**src/rtl/space_invaders_pkg.sv**
```systemverilog
// Types and screen constants shared by the player, alien and bullet blocks.
package space_invaders_pkg;

   localparam int POS_W        = 10;
   localparam int SCREEN_X_MAX = 639;
   localparam int SCREEN_Y_MAX = 479;

   typedef enum logic [1:0] {
      IDLE    = 2'd0,
      FLIGHT  = 2'd1,
      EXPLODE = 2'd2
   } bullet_state_t;

endpackage

```
**src/rtl/player_bullet_if.sv**
```systemverilog
// Player bullet bus: fire request and hit report in, position and status out.
interface player_bullet_if;
   import space_invaders_pkg::*;

   logic             shoot_bullet;
   logic [POS_W-1:0] player_X;
   logic             bullet_hit;
   logic [POS_W-1:0] bullet_X;
   logic [POS_W-1:0] bullet_Y;
   logic             bullet_active;
   logic             bullet_explode;
   logic             fire_ack;

   modport master (
      output shoot_bullet, player_X, bullet_hit,
      input  bullet_X, bullet_Y, bullet_active, bullet_explode, fire_ack
   );

   modport slave (
      input  shoot_bullet, player_X, bullet_hit,
      output bullet_X, bullet_Y, bullet_active, bullet_explode, fire_ack
   );

endinterface

```
**src/rtl/rising_edge_detect.sv**
```systemverilog
// One-flop rising edge detector; RESET_VAL=1 suppresses an edge for a level held through reset.
module rising_edge_detect #(
   parameter logic RESET_VAL = 1'b0
) (
   input  logic frame_clk,
   input  logic Reset_n,
   input  logic d,
   output logic rise
);

   logic d_prev;

   always_ff @(posedge frame_clk) begin
      if (!Reset_n) d_prev <= RESET_VAL;
      else          d_prev <= d;
   end

   assign rise = d & ~d_prev;

endmodule

```
**src/rtl/player_bullet.sv**
```systemverilog
// Player bullet controller: launches one bullet from the cannon, moves it up each
// frame, and ends it on a hit (with explosion hold) or at the top of the screen.
module player_bullet
   import space_invaders_pkg::*;
#(
   parameter int BULLET_Y_START  = 440,
   parameter int BULLET_Y_MIN    = 0,
   parameter int BULLET_STEP     = 4,
   parameter int EXPLODE_FRAMES  = 8,
   parameter int COOLDOWN_FRAMES = 16
) (
   input logic            frame_clk,
   input logic            Reset_n,
   player_bullet_if.slave bus
);

   localparam int CD_W = $clog2(COOLDOWN_FRAMES) + 1;
   localparam int EX_W = $clog2(EXPLODE_FRAMES) + 1;

   localparam logic [POS_W-1:0] Y_START = POS_W'(BULLET_Y_START);
   localparam logic [POS_W-1:0] Y_STEP  = POS_W'(BULLET_STEP);
   localparam logic [POS_W-1:0] Y_TOP   = POS_W'(BULLET_Y_MIN + BULLET_STEP);
   localparam logic [CD_W-1:0]  CD_LOAD = CD_W'(COOLDOWN_FRAMES);
   localparam logic [EX_W-1:0]  EX_LOAD = EX_W'(EXPLODE_FRAMES - 1);

   bullet_state_t    state, next_state;
   logic [POS_W-1:0] bullet_x, next_x;
   logic [POS_W-1:0] bullet_y, next_y;
   logic [CD_W-1:0]  cooldown, next_cooldown;
   logic [EX_W-1:0]  explode_cnt, next_explode_cnt;
   logic             fire_ack, next_fire_ack;
   logic             fire_edge;

   rising_edge_detect #(
      .RESET_VAL (1'b1)
   ) u_fire_edge (
      .frame_clk (frame_clk),
      .Reset_n   (Reset_n),
      .d         (bus.shoot_bullet),
      .rise      (fire_edge)
   );

   always_comb begin
      next_state       = state;
      next_x           = bullet_x;
      next_y           = bullet_y;
      next_cooldown    = cooldown;
      next_explode_cnt = explode_cnt;
      next_fire_ack    = 1'b0;
      case (state)
         IDLE: begin
            // Requests during cooldown are dropped, never queued.
            if (cooldown != '0) begin
               next_cooldown = cooldown - CD_W'(1);
            end else if (fire_edge) begin
               next_state    = FLIGHT;
               next_x        = bus.player_X;
               next_y        = Y_START;
               next_fire_ack = 1'b1;
            end
         end
         FLIGHT: begin
            // Hit outranks the top exit; the top test precedes the subtract so Y never wraps.
            if (bus.bullet_hit) begin
               next_state       = EXPLODE;
               next_explode_cnt = EX_LOAD;
            end else if (bullet_y < Y_TOP) begin
               next_state    = IDLE;
               next_cooldown = CD_LOAD;
            end else begin
               next_y = bullet_y - Y_STEP;
            end
         end
         EXPLODE: begin
            if (explode_cnt == '0) begin
               next_state    = IDLE;
               next_cooldown = CD_LOAD;
            end else begin
               next_explode_cnt = explode_cnt - EX_W'(1);
            end
         end
         default: next_state = IDLE;
      endcase
   end

   always_ff @(posedge frame_clk) begin
      if (!Reset_n) begin
         state       <= IDLE;
         bullet_x    <= '0;
         bullet_y    <= '0;
         cooldown    <= '0;
         explode_cnt <= '0;
         fire_ack    <= 1'b0;
      end else begin
         state       <= next_state;
         bullet_x    <= next_x;
         bullet_y    <= next_y;
         cooldown    <= next_cooldown;
         explode_cnt <= next_explode_cnt;
         fire_ack    <= next_fire_ack;
      end
   end

   assign bus.bullet_X       = bullet_x;
   assign bus.bullet_Y       = bullet_y;
   assign bus.bullet_active  = (state == FLIGHT);
   assign bus.bullet_explode = (state == EXPLODE);
   assign bus.fire_ack       = fire_ack;

endmodule

```
**src/flat_wrapper.sv**
```systemverilog
// flat-port wrapper written by rule: the top's interface ports become plain ports
module player_bullet_flat import space_invaders_pkg::*;
#(
   parameter int BULLET_Y_START  = 440,
   parameter int BULLET_Y_MIN    = 0,
   parameter int BULLET_STEP     = 4,
   parameter int EXPLODE_FRAMES  = 8,
   parameter int COOLDOWN_FRAMES = 16
)
  (frame_clk, Reset_n, bus_shoot_bullet, bus_player_X, bus_bullet_hit, bus_bullet_X, bus_bullet_Y, bus_bullet_active, bus_bullet_explode, bus_fire_ack);
  player_bullet_if bus_i ();
  input logic frame_clk;
  input logic Reset_n;
  input wire logic [$bits(bus_i.shoot_bullet)-1:0] bus_shoot_bullet;
  input wire logic [$bits(bus_i.player_X)-1:0] bus_player_X;
  input wire logic [$bits(bus_i.bullet_hit)-1:0] bus_bullet_hit;
  output wire logic [$bits(bus_i.bullet_X)-1:0] bus_bullet_X;
  output wire logic [$bits(bus_i.bullet_Y)-1:0] bus_bullet_Y;
  output wire logic [$bits(bus_i.bullet_active)-1:0] bus_bullet_active;
  output wire logic [$bits(bus_i.bullet_explode)-1:0] bus_bullet_explode;
  output wire logic [$bits(bus_i.fire_ack)-1:0] bus_fire_ack;
  assign bus_i.shoot_bullet = bus_shoot_bullet;
  assign bus_i.player_X = bus_player_X;
  assign bus_i.bullet_hit = bus_bullet_hit;
  assign bus_bullet_X = bus_i.bullet_X;
  assign bus_bullet_Y = bus_i.bullet_Y;
  assign bus_bullet_active = bus_i.bullet_active;
  assign bus_bullet_explode = bus_i.bullet_explode;
  assign bus_fire_ack = bus_i.fire_ack;
  player_bullet #(.BULLET_Y_START(BULLET_Y_START), .BULLET_Y_MIN(BULLET_Y_MIN), .BULLET_STEP(BULLET_STEP), .EXPLODE_FRAMES(EXPLODE_FRAMES), .COOLDOWN_FRAMES(COOLDOWN_FRAMES)) u_core (.frame_clk(frame_clk), .Reset_n(Reset_n), .bus(bus_i));
endmodule
```
**config.mk**
```make
export PLATFORM = sky130hd
export DESIGN_NAME = player_bullet_flat
export DESIGN_NICKNAME = d
export VERILOG_FILES = /design/src/rtl/space_invaders_pkg.sv /design/src/rtl/player_bullet_if.sv /design/src/rtl/rising_edge_detect.sv /design/src/rtl/player_bullet.sv /design/src/flat_wrapper.sv
export SDC_FILE = /design/constraint.sdc
export NUM_CORES = 1
export LEC_CHECK = 0
export BUFFER_PORTS_ARGS = -buffer_cell sky130_fd_sc_hd__buf_2
export CAP_MARGIN = 20
export CORE_UTILIZATION = 43
export CTS_CLUSTER_SIZE = 10
export DETAILED_ROUTE_END_ITERATION = 6
export PLACE_DENSITY = 0.67
export SYNTH_ARGS = -nofsm -noshare
export SYNTH_HDL_FRONTEND = slang
export SYNTH_SLANG_ARGS = --single-unit
```
**constraint.sdc**
```tcl
create_clock -name frame_clk -period 3.6 [get_ports frame_clk]
set_input_delay 1.08 -clock frame_clk [delete_from_list [all_inputs] [get_ports frame_clk]]
set_output_delay 1.08 -clock frame_clk [all_outputs]
set_load 0.03 [all_outputs]
```
==> impl_metrics.ini, run 1 <==
[outcome]
outcome = completed

[synth]
async_flop_share = 0
synth_cell_type_count = 46
synth.area.mux_share = 0.0713
synthAdderAreaFrac = 0.0648
synth_commonest_cells = dfxtp_1 (31), nor2_1 (22), inv_1 (14)
synth_edf_count = 0
synth.area.top_cells = dfxtp_1 (40%), mux2i_1 (7.1%), ha_1 (6.5%)
synth_area_per_cell_um2 = 8.88
yosysTopAreaCellShare = 0.402
synth_compound_gate_area_share = 0.155
yosys.area.top_type = dfxtp_1
synthFlopType = dfxtp_1
synth_warnings = 0
synth_xor_area_frac = 0.0227
synth-seq-area-share = 0.402
synth_seq_cells = 31
synth_top_family_by_area = simple AND/OR/NAND/NOR gates
syn_inst = 174
syn_area_mm2 = 0.00155
yosysMostFrequentCell = dfxtp_1
yosys.area_share.simple = 0.227

[drt]
vias_per_cell = 5.33
dr.pass1.iters = 5
drc = 0
num_vias = 1365
wl_per_cell_um = 12.4
wirelength_mm = 3.17
ant_nets = 0
drt_iter0_drc = 124

[clock_tree]
cts.sinks = 31
clockBufferDepth = 2
root_buffer = clkbuf_4
cts_buffers = 5
cts_tree = built
postCtsHoldBufs = 0
htreeDepth = 2
clock_latency_ps = 320
clk_pin_slew_worst_paths_ps = 80
cts_setup_buffers = 0
post_cts_resized = 0

[finish]
nets = 232
final_area_mm2 = 0.00181
antenna_cells = 0
layout-drive-gt1-share = 0.243
area_growth_pct = 16.9

[floorplan]
num_rows = 21
dieHeight_um = 61.9
die-area_mm2 = 0.00384
core_mm2 = 0.00339
start_util = 0.456
fp.dieW_um = 61.9
ios = 37

[worst_setup_path]
crit_buf_inv = 2
rr_endpoint = u_core.bus.bullet_Y[9]
slowest_stage = ha_1
r2r_cells = 7
rr_startpoint = u_core.state[1]
critical_path.top_delay_family = adder cells
path_class = flip-flop to output port
crit_chain = inv_1 -> ha_1 -> buf_2
max_stage_delay_ps = 450
cp-end-kind = output port
arrival_ps = 1510
ff2ff_setup_slack_ps = 1220
critPathMaxFanout = 12
crit_path_start_kind = flip-flop
worstPathRequired_ps = 2520

[sta]
worst_slack_ps = 1010
period_minus_slack_ps = 2590
setup_viol = 0
worst_slew_pin_slew_ps = 747
slew_viol_final = 0
fmax_mhz = 387
rsz0062_at_grt = false
hold_violations = 0
skew_ps = 10.6
fin_tns_setup_ps = 0
maxSlewHeadroom = 0.501
finalCritPeriodShare = 0.719

[grt]
grt_use_total = 0.182
grt_pass1_wl_mm = 5.07
grt_max_degree = 25
busiest_layer = met2
grtUsageMet2 = 0.309
grt.overflow.total = 0
grt_util_met3 = 0.0683
antenna_found_initial = 0
grt_pass1_vias = 1170
met1_usage = 0.213

[min_path]
min_from = u_core.explode_cnt[2]
hp-class = flip-flop to flip-flop
min_to = u_core.explode_cnt[2]
min_path_cells = 2

[placed_design]
post-place-ws_ps = 860
place_congestion = 0.902
place_area_mm2 = 0.00175
portBuffers = 34
dp_hpwl_mm = 2.33

[pwr]
power_per_cell_area_mw_per_mm2 = 806
cellLeakagePower_nw = 0.872
ir_worst_vdd_mv = 0.297

[run]
maxCapViolations = 0
==> layout make-up <==
type | count | area [um2]
Clock buffer | 6 | 51.3
Sequential cell | 31 | 621
Timing Repair Buffer | 35 | 178
Clock inverter | 1 | 5.00
Fill cell | 316 | 1580
Inverter | 14 | 52.6
Multi-Input combinational cell | 123 | 842
Tap cell | 46 | 57.6
==> where the power goes <==
| part | internal [mW] | total [mW] | switching, mW |
|---|---|---|---|
| Combinational | 0.311 | 0.749 | 0.439 |
| Sequential | 0.424 | 0.506 | 0.0823 |
| Clock | 0.0904 | 0.201 | 0.111 |
==> registers in the layout, indices dropped and copies added, names as in the netlist <==
name	flops
u_core.u_fire_edge.d_prev	1
u_core.explode_cnt	4
u_core.cooldown	5
u_core.state	2
u_core.bus.fire_ack	1
u_core.bus.bullet_Y	8
u_core.bus.bullet_X	10
==> how the worst max path moves through the flow <==
| stage | end | cells after the start | start | slack, ps |
|---|---|---|---|---|
| after floorplan | u_core.bus.bullet_Y[9] | 5 | bus_bullet_hit | 1170 |
| after global placement | u_core.bus.bullet_Y[9] | 6 | bus_bullet_hit | 960 |
| after detailed placement | u_core.bus.bullet_Y[9] | 6 | bus_bullet_hit | 860 |
| after CTS | bus_bullet_active | 3 | u_core.state[1] | 990 |
| after global routing | bus_bullet_active | 3 | u_core.state[1] | 880 |
| final | bus_bullet_active | 3 | u_core.state[1] | 1010 |
==> logic make-up after synthesis <==
logic type | Yosys count
AND/OR/NAND/NOR | 67
AO/OA/AOI/OAI | 31
flip-flops | 31
buffers and inverters | 21
multiplexers | 11
adder cells (fa/ha/maj) | 8
XOR/XNOR | 4
other | 1
==> worst reg2reg max path, stage by stage (launching register included) <==
cell and delay (ps):
dfxtp_1 360, inv_1 100, ha_1 350, and2_1 250, a211oi_2 370, nand3_1 200
or3_2 430, a211oi_1 240
==> per-layer routing <==
layer  share of wire  routed length [um]  up-vias
met5               0                   0        -
met4          0.0066                  21        0
met3           0.046                 147        2
met2            0.50                1570       43
met1            0.45                1430      638
li1                -                   -      682
==> metrics by stage <==
| step | std cells | util | hold slack, ps | total power, mW |
|---|---|---|---|---|
| final | 256 | 0.533 | 482 | 1.46 |
| after global routing | 256 | 0.533 | 509 | 1.59 |
| after CTS | 256 | 0.533 | 486 | 1.47 |
| after detailed placement | 249 | 0.516 | 473 | 1.26 |
| after global placement | 249 | 0.516 | 456 | 1.23 |
| after floorplan | 175 | - | 443 | 1.10 |
==> layout by cell type, fill, tap and decap left out, types with 5 or more instances in the layout <==
| cell type | netlist | final |
|---|---|---|
| clkbuf_4 | 0 | 5 |
| buf_2 | 0 | 34 |
| mux2i_1 | 11 | 11 |
| ha_1 | 8 | 8 |
| nor2_1 | 22 | 22 |
| nor3_1 | 6 | 6 |
| inv_1 | 14 | 14 |
| a21oi_1 | 8 | 8 |
| dfxtp_1 | 31 | 31 |
| nand2_1 | 10 | 10 |
Note: power is estimated with default switching activity, not from simulation.
==> run 2, diff against run 1 <==
--- a/config.mk
+++ b/config.mk
@@ -10,7 +10,7 @@
 export CORE_UTILIZATION = 43
 export CTS_CLUSTER_SIZE = 10
 export DETAILED_ROUTE_END_ITERATION = 6
-export PLACE_DENSITY = 0.67
+export PLACE_DENSITY = 0.7
 export SYNTH_ARGS = -nofsm -noshare
 export SYNTH_HDL_FRONTEND = slang
 export SYNTH_SLANG_ARGS = --single-unit
==> constraint.sdc (replaced) <==
create_clock -name frame_clk -period 2.2 [get_ports frame_clk]
set_input_delay 0.66 -clock frame_clk [delete_from_list [all_inputs] [get_ports frame_clk]]
set_output_delay 0.66 -clock frame_clk [all_outputs]
set_load 0.03 [all_outputs]
==> impl_metrics.ini, run 2 (same netlist as run 1, synthesis figures left out) <==
[worst_setup_path]
crit_path_start_kind = flip-flop
worstPathRequired_ps = 1540
r2r_cells = 7
ff2ff_setup_slack_ps = 120
max_stage_delay_ps = 350
cp-end-kind = output port
rr_startpoint = u_core.explode_cnt[1]
slowest_stage = dfxtp_1
crit_chain = inv_1 -> ha_2 -> buf_4 -> buf_2
rr_endpoint = u_core.cooldown[2]
arrival_ps = 1430
critPathMaxFanout = 8
path_class = flip-flop to output port

[drt]
num_vias = 1374
wirelength_mm = 3.25
ant_nets = 0
vias_per_cell = 5.13
wl_per_cell_um = 12.1
drt_iter0_drc = 45
drc = 0
dr.pass1.iters = 4

[placed_design]
dp_hpwl_mm = 2.40
place_congestion = 0.773
portBuffers = 34

[min_path]
hp-class = flip-flop to flip-flop
min_path_cells = 2
min_to = u_core.cooldown[1]
min_from = u_core.cooldown[1]

[sta]
period_minus_slack_ps = 2090
finalCritPeriodShare = 0.949
fmax_mhz = 479
hold_violations = 0
skew_ps = 13.2
worst_slew_pin_slew_ps = 791
slew_viol_final = 0
setup_viol = 0
fin_tns_setup_ps = 0
maxSlewHeadroom = 0.472

[pwr]
power_per_cell_area_mw_per_mm2 = 1350
ir_worst_vdd_mv = 0.677
cellLeakagePower_nw = 0.942
p_clk_frac = 0.145
p_total_mw = 2.61
p_seq_frac = 0.310
pwr-share-comb = 0.546
p_int_mw = 1.53
p_sw_mw = 1.09
switching_share = 0.416

[clock_tree]
clockBufferDepth = 2
cts_buffers = 5
root_buffer = clkbuf_4
htreeDepth = 2
clock_latency_ps = 330
cts_tree = built
cts.sinks = 31
clk_pin_slew_worst_paths_ps = 100
postCtsHoldBufs = 0

[finish]
area_growth_pct = 24.8
antenna_cells = 0
largest_reg_flops = 10
layout_commonest_cell = buf_2
layout-drive-gt1-share = 0.293
nets = 243
final_cell_mix = buf_2 (34), dfxtp_1 (31), nor2_1 (22), inv_1 (14), buf_4 (12)

[outcome]
outcome = completed

[grt]
grtUsageMet2 = 0.280
grt_use_total = 0.180
grt_pass1_wl_mm = 5.04
met1_usage = 0.237
grt_util_met3 = 0.0559
busiest_layer = met2
grt_pass1_vias = 1173
antenna_found_initial = 0
grt_max_degree = 25
grt.overflow.total = 0

[run]
maxCapViolations = 0

[floorplan]
fp.dieW_um = 61.9
num_rows = 21
start_util = 0.456
dieHeight_um = 61.9
core_mm2 = 0.00339
die-area_mm2 = 0.00384
ios = 37
==> run 2: power by group through the flow <==
stage          Clock, mW  Combinational [mW]  Sequential (mW)
4_1_cts            0.391                1.38            0.798
5_1_grt            0.423                1.59            0.832
6_report           0.378                1.43            0.809
2_1_floorplan          0               0.869            0.939
3_5_place_dp           0                1.37            0.811
3_3_place_gp           0                1.36            0.810
==> run 2: worst max-delay path, delay by kind of cell, from the launching register on <==
kind / cells / cell delay, ps
buf+inv: 3 / 500
flops: 1 / 350
fa+ha+maj: 1 / 250
==> run 2: layout make-up <==
cell class,instances,area (um2)
fillers,314,1460
multi-input cells,123,868
flip-flops and latches,31,621
repair buffers,46,260
clock buffers,8,68.8
well taps,46,57.6
inverters,14,52.6
==> run 2: how the worst max path moves through the flow <==
stage | endpoint | start | slack (ps) | cells past startpoint
6_report | bus_bullet_active | u_core.state[1] | 110 | 4
5_1_grt | u_core.cooldown[2] | u_core.explode_cnt[1] | -10 | 7
4_1_cts | u_core.cooldown[2] | u_core.explode_cnt[1] | -4 | 7
3_5_place_dp | u_core.cooldown[2] | u_core.explode_cnt[1] | 40 | 7
3_3_place_gp | u_core.cooldown[2] | u_core.explode_cnt[1] | 80 | 7
2_1_floorplan | u_core.bus.bullet_Y[9] | u_core.bus.bullet_Y[2] | 5 | 7
==> run 2: per-layer routing <==
metal  part of all wire  vias to the layer above  wire length, um
met5                  0                        -                0
met4              0.011                        0               35
met3              0.029                        5               94
met2               0.46                       24             1510
met1               0.50                      639             1620
li1                   -                      706                -
==> run 2: per-stage QoR <==
stage | worst slack (ps) | instance area (um2) | hold WS [ps] | utilization | std cells
after global placement | 79.0 | 1840 | 457 | 0.542 | 260
after CTS | -4.29 | 1900 | 480 | 0.562 | 268
after detailed placement | 35.2 | 1840 | 467 | 0.542 | 260
after global routing | -14.2 | 1930 | 506 | 0.569 | 268
final | 112 | 1930 | 477 | 0.569 | 268
after floorplan | 5.16 | 1550 | 443 | - | 175
==> run 2: what timing repair did <==
action,CTS,global route
pin swaps,0,2
endpoints found under the hold margin,0,0
resized for setup,0,4
buffers inserted,0,0
endpoints found under the setup margin,1,10
